--- src/rtl/booth_seq_ctrl.sv ---
`default_nettype none
// ============================================================================
// Module   : booth_seq_ctrl
// Purpose  : Sequential radix-4 Booth controller for an 11x11 unsigned
//            multiply. It reuses one external partial-product selector
//            across the six Booth digits. One digit is selected and
//            accumulated per cycle. A 22-bit product is returned with a
//            one-cycle done pulse.
// Ports    : clk      - rising-edge clock
//            rst      - synchronous active-low reset
//            start    - multiply request, accepted only when idle
//            mcand    - multiplicand, sampled on an accepted start
//            mplier   - multiplier, sampled on an accepted start
//            mux_op   - selector operand {1'b0, mcand}
//            mux_sel  - Booth triplet of the current digit (0 when not running)
//            mux_pp   - selector result, combinational return, same cycle
//            busy     - high while running and in the done cycle
//            done     - one-cycle pulse, product valid
//            product  - result, held until the next accepted start
// Options  : BOOTH_CTRL_EARLY_EXIT_EN - when defined, the block finishes as
//            soon as every remaining multiplier digit is zero.
// Revision : 1.0 - initial release
// ============================================================================
module booth_seq_ctrl (
    input  logic        clk,
    input  logic        rst,
    input  logic        start,
    input  logic [10:0] mcand,
    input  logic [10:0] mplier,
    output logic [11:0] mux_op,
    output logic [2:0]  mux_sel,
    input  logic [11:0] mux_pp,
    output logic        busy,
    output logic        done,
    output logic [21:0] product
);

    typedef enum logic [1:0] {
        ST_IDLE = 2'd0,
        ST_RUN  = 2'd1,
        ST_DONE = 2'd2
    } state_t;

    localparam logic [2:0] LAST_DIGIT = 3'd5;

    state_t      state_q;
    logic [10:0] mcand_q;
    logic [11:0] y_q;
    logic [23:0] acc_q;
    logic [2:0]  idx_q;
    logic        busy_q;
    logic        done_q;
    logic [21:0] product_q;

    logic [2:0]  trip_w;
    logic [3:0]  shamt_w;
    logic [23:0] pp_ext_w;
    logic [23:0] corr_w;
    logic [23:0] acc_d;
    logic        last_w;

    // Booth triplet {y[2i+1], y[2i], y[2i-1]} with y[-1] = 0.
    always_comb begin
        trip_w = 3'b000;
        case (idx_q)
            3'd0:    trip_w = {y_q[1], y_q[0], 1'b0};
            3'd1:    trip_w = y_q[3:1];
            3'd2:    trip_w = y_q[5:3];
            3'd3:    trip_w = y_q[7:5];
            3'd4:    trip_w = y_q[9:7];
            3'd5:    trip_w = y_q[11:9];
            default: trip_w = 3'b000;
        endcase
    end

    // Last digit to process. With early exit, stop once the multiplier bits
    // feeding all later triplets are zero (those digits would all select 0).
    always_comb begin
        last_w = (idx_q == LAST_DIGIT);
`ifdef BOOTH_CTRL_EARLY_EXIT_EN
        case (idx_q)
            3'd0:    last_w = (y_q[11:1] == 11'd0);
            3'd1:    last_w = (y_q[11:3] == 9'd0);
            3'd2:    last_w = (y_q[11:5] == 7'd0);
            3'd3:    last_w = (y_q[11:7] == 5'd0);
            3'd4:    last_w = (y_q[11:9] == 3'd0);
            default: last_w = (idx_q == LAST_DIGIT);
        endcase
`endif
    end

    always_comb begin
        mux_sel  = (state_q == ST_RUN) ? trip_w : 3'b000;
        shamt_w  = {idx_q, 1'b0};
        // +-2A of an 11-bit operand needs 13 bits, so mux_pp[11] is not a
        // reliable sign. The true sign is the triplet MSB: negative cases set
        // it, and 000 (zero) and 111 (all ones plus the +1) sign-extend
        // correctly with it as well.
        pp_ext_w = {{12{mux_sel[2]}}, mux_pp} << shamt_w;
        // +1 completing the two's complement of inverted (negative) cases.
        corr_w   = {23'd0, mux_sel[2]} << shamt_w;
        acc_d    = acc_q + pp_ext_w + corr_w;
    end

    always_ff @(posedge clk) begin
        if (!rst) begin
            state_q   <= ST_IDLE;
            mcand_q   <= 11'd0;
            y_q       <= 12'd0;
            acc_q     <= 24'd0;
            idx_q     <= 3'd0;
            busy_q    <= 1'b0;
            done_q    <= 1'b0;
            product_q <= 22'd0;
        end else begin
            case (state_q)
                ST_IDLE: begin
                    done_q <= 1'b0;
                    if (start) begin
                        mcand_q <= mcand;
                        y_q     <= {1'b0, mplier};
                        acc_q   <= 24'd0;
                        idx_q   <= 3'd0;
                        busy_q  <= 1'b1;
                        state_q <= ST_RUN;
                    end
                end
                ST_RUN: begin
                    acc_q <= acc_d;
                    if (last_w) begin
                        // Bits above 21 are discarded; the true product fits.
                        product_q <= acc_d[21:0];
                        done_q    <= 1'b1;
                        state_q   <= ST_DONE;
                    end else begin
                        idx_q <= idx_q + 3'd1;
                    end
                end
                ST_DONE: begin
                    done_q  <= 1'b0;
                    busy_q  <= 1'b0;
                    state_q <= ST_IDLE;
                end
                default: begin
                    done_q  <= 1'b0;
                    busy_q  <= 1'b0;
                    state_q <= ST_IDLE;
                end
            endcase
        end
    end

    assign mux_op  = {1'b0, mcand_q};
    assign busy    = busy_q;
    assign done    = done_q;
    assign product = product_q;

endmodule
`default_nettype wire

--- config.mk ---
export PLATFORM = sky130hd
export DESIGN_NAME = booth_seq_ctrl
export DESIGN_NICKNAME = d
export VERILOG_FILES = /design/src/rtl/booth_seq_ctrl.sv
export SDC_FILE = /design/constraint.sdc
export NUM_CORES = 1
export LEC_CHECK = 0
export ABC_CLOCK_PERIOD_IN_PS = 11340
export CAP_MARGIN = 20
export CORE_ASPECT_RATIO = 0.9
export CORE_MARGIN = 10
export CORE_UTILIZATION = 55
export CTS_BUF_LIST = sky130_fd_sc_hd__clkbuf_4
export DETAILED_ROUTE_END_ITERATION = 6
export PLACE_DENSITY = 0.81
export SYNTH_ARGS = -nofsm -noshare
export SYNTH_HDL_FRONTEND = slang
export SYNTH_SLANG_ARGS = --single-unit
--- constraint.sdc ---
create_clock -name clk -period 11.34 [get_ports clk]
set_input_delay 1.134 -clock clk [delete_from_list [all_inputs] [get_ports clk]]
set_output_delay 1.134 -clock clk [all_outputs]
set_load 0.01 [all_outputs]
==> results.sh <==
export IMPL_grt_total_usage_pct=21.6
export IMPL_synthesis_area_um2=4580
export IMPL_crit_required_ns=11.67
export IMPL_synth_edf_count=0
export IMPL_post_route_period_util_pct=51.9
export IMPL_vias=4372
export IMPL_fin_skew_ns=0.0146
export IMPL_grt_pass1_vias=4229
export IMPL_cp_slowest_stage_delay_ns=1.03
export IMPL_dp_hpwl_mm=9.80
export IMPL_antenna_left=0
export IMPL_die_area_um2=12400
export IMPL_path_buf_inv=2
export IMPL_power_density_nw_per_um2=114
export IMPL_remaining_drc_errors=0
export IMPL_post_route_util_pct=69.4
export IMPL_fmax_mhz=170
export IMPL_io_pin_count=76
export IMPL_cts_resized=0
export IMPL_clock_latency_ns=0.44
export IMPL_htree_levels=3
export IMPL_whs_path_depth=2
export IMPL_grt_pass1_wl_mm=21.8
export IMPL_run_status="complete, no violations"
export IMPL_finalSetupTns_ns=0
export IMPL_ys_seq_elements=73
export IMPL_postSynth_asyncResetShare_pct=0
export IMPL_crit_type="flop to flop"
export IMPL_routed_wl_mm=13.2
export IMPL_cp_cell_sequence="clkinv_1 -> ha_1 -> a222oi_1 -> o211ai_1 -> nand2_1 -> inv_2 -> mux4_2 -> mux2_2 -> fa_1 -> ha_1 -> nand4_1 -> o211ai_1 -> o21ai_2 -> o31ai_2 -> a211oi_1 -> a211o_1"
export IMPL_initial_core_util_pct=56.8
export IMPL_maxCapViolations=0
export IMPL_ir_worst_vdd_uv=101
export IMPL_clkSinkCount=73
export IMPL_drtPass1Iterations=5
export IMPL_numCtsBuffers=9
export IMPL_critPathLaunchType="flop"
export IMPL_cts_tree="done"
export IMPL_viasPerCell=5.85
export IMPL_core_um2=8070
export IMPL_synthCells=584
export IMPL_syn_num_nets=668
export IMPL_crit_cells=16
export IMPL_seq_area_frac_synth_pct=31.9
export IMPL_crit_family="compound AO/OA/AOI/OAI gates"
export IMPL_ys_flop_type="dfxtp_1"
export IMPL_dp_slack_ns=5.54
export IMPL_finalPower_uw=638
export IMPL_final_setup_worst_slack_ns=5.45
export IMPL_nFillCells=658
export IMPL_final_nets=727
export IMPL_io_buffers=74
export IMPL_area_delta_synth_final_pct=22.1
export IMPL_worst_pin_slew_ns=1.10
export IMPL_yosys_warnings=0
export IMPL_path_clk_slew_ns=0.12
export IMPL_ys_types=52
export IMPL_min_period_ns=5.89
export IMPL_drive_gt1_share_pct=5.40
export IMPL_die_w_um=116
export IMPL_clock_path_buffers=2
export IMPL_cp_max_fo=27
export IMPL_gp_congestion=0.945
export IMPL_clockRootBuffer="clkbuf_4"
export IMPL_setup_viol=0
export IMPL_cp_end_kind="flop"
export IMPL_grt_max_degree=50
export IMPL_p_leak_uw=0.00224
export IMPL_diodes=0
export IMPL_wl_per_cell_um=17.6
export IMPL_crit_slowest_cell="dfxtp_1"
export IMPL_gr_total_overflow=0
export IMPL_rsz0062_at_grt="false"
export IMPL_rows=31
export IMPL_max_slew_margin_pct=26.2
export IMPL_slew_viol_final=0
export IMPL_cts_hold_buf=0
export IMPL_hold_viol_final=0
export IMPL_worstHoldPathType="flop to flop"
export IMPL_dieHeight_um=107
export IMPL_rr_worst_depth=16
export IMPL_cts_post_setup_buffers_inserted=0
export IMPL_antenna_found_initial=0
export IMPL_cp_arrival_ns=6.22
export IMPL_drtIter0Drc=305
export IMPL_syn_avg_cell_area_um2=7.85
## layer usage
layer	up-vias	global-route usage [%]	share of wire, %
met4	0	5.89	1.5
met3	15	5.18	7.2
met2	152	33.0	45
met1	2046	29.8	46
met5	-	0	0
li1	2159	-	-
## per-stage QoR
stage | hold WS (ns) | instances | area (um^2)
2_1_floorplan | 0.425 | 584 | 4580
3_3_place_gp | 0.437 | 729 | 5360
3_5_place_dp | 0.447 | 729 | 5360
4_1_cts | 0.464 | 745 | 5540
5_1_grt | 0.479 | 747 | 5600
6_report | 0.464 | 747 | 5600
## placed cells by master (no fill, tap or decap), drive strengths merged, types with 6 or more instances in the layout
master           n
inv             27
ha              38
a21oi           71
mux2i           10
xor2             8
fa               9
o211ai           6
nor3            11
xnor2           11
nand3           24
dfxtp           73
nor2            41
o21ai           35
nand2          104
a22o             6
clkbuf          10
clkdlybuf4s50   74
o21a             7
buf              7
a211oi           9
## worst min-delay path, delay by kind of cell (launching register included)
family | cells | cell delay [ns]
AOI/OAI and AO/OA | 1 | 0.05
DFF | 1 | 0.33
and+or+nand+nor | 1 | 0.05
## sequential cells by signal (all words and copies together), names as in the netlist
signal	flops
idx_q	3
busy	1
y_q	11
acc_q	22
state_q	2
mcand_q	11
product	22
done	1
## report_power, final
part	switching [uW]	total [uW]	internal (uW)
combinational	90.0	154	64.1
clock	95.9	209	113
sequential	8.17	275	267
## synth_stat cells (all sizes together) (2+ instances only)
library cell  count  area share [%]
a31oi             5            0.68
nand3            24             2.6
nor3             11             1.2
o21a              7             1.1
nand4             4            0.55
a311oi            3            0.57
or3               3            0.41
ha               38              10
nor3b             2            0.33
inv              27             2.2
mux2              5             1.2
and3              3            0.41
nor2b             5            0.68
o21ai            35             3.9
a22o              6             1.1
nor2             41             3.4
a21o              5            0.82
a21oi            71             7.8
nand2b            3            0.41
a22oi             4            0.66
xnor2            11             2.1
nand2           104             8.5
mux2i            10             2.2
a211oi            9             1.6
buf               8            0.85
fa                9             3.9
o211ai            6            0.98
clkbuf           25             2.0
dfxtp            73              32
nand3b            2            0.33
xor2              8             1.5
o31ai             4            0.76
## cells by family (layout without fill, tap and decap cells)
family	Yosys count	count (layout)	share of synthesized area, %
AND/OR/NAND/NOR	204	204	19.2
AO/OA/AOI/OAI	163	163	21.8
flip-flops	73	73	31.9
buffers and inverters	61	125	5.19
adder cells (fa/ha/maj)	47	47	14.3
XOR/XNOR	19	19	3.63
multiplexers	16	16	3.90
other	1	1	0.0818
## final timing paths
check | slack, ns | end | startpoint
setup reg to reg | 5.45 | acc_q[21] | idx_q[1]
hold reg to reg | 0.46 | mcand_q[8] | mcand_q[8]
hold / removal | 0.46 | mcand_q[8] | mcand_q[8]
setup / recovery | 5.45 | acc_q[21] | idx_q[1]
## layout make-up
cell class	instances	area, um^2	share of cell area [%]
well taps	99	124	2.21
inverters	28	105	1.88
clock buffers	10	75.1	1.34
repair buffers	81	833	14.9
clock inverters	6	106	1.90
multi-input cells	450	2890	51.7
flip-flops and latches	73	1460	26.1
Note: power is estimated with default switching activity, not from simulation.
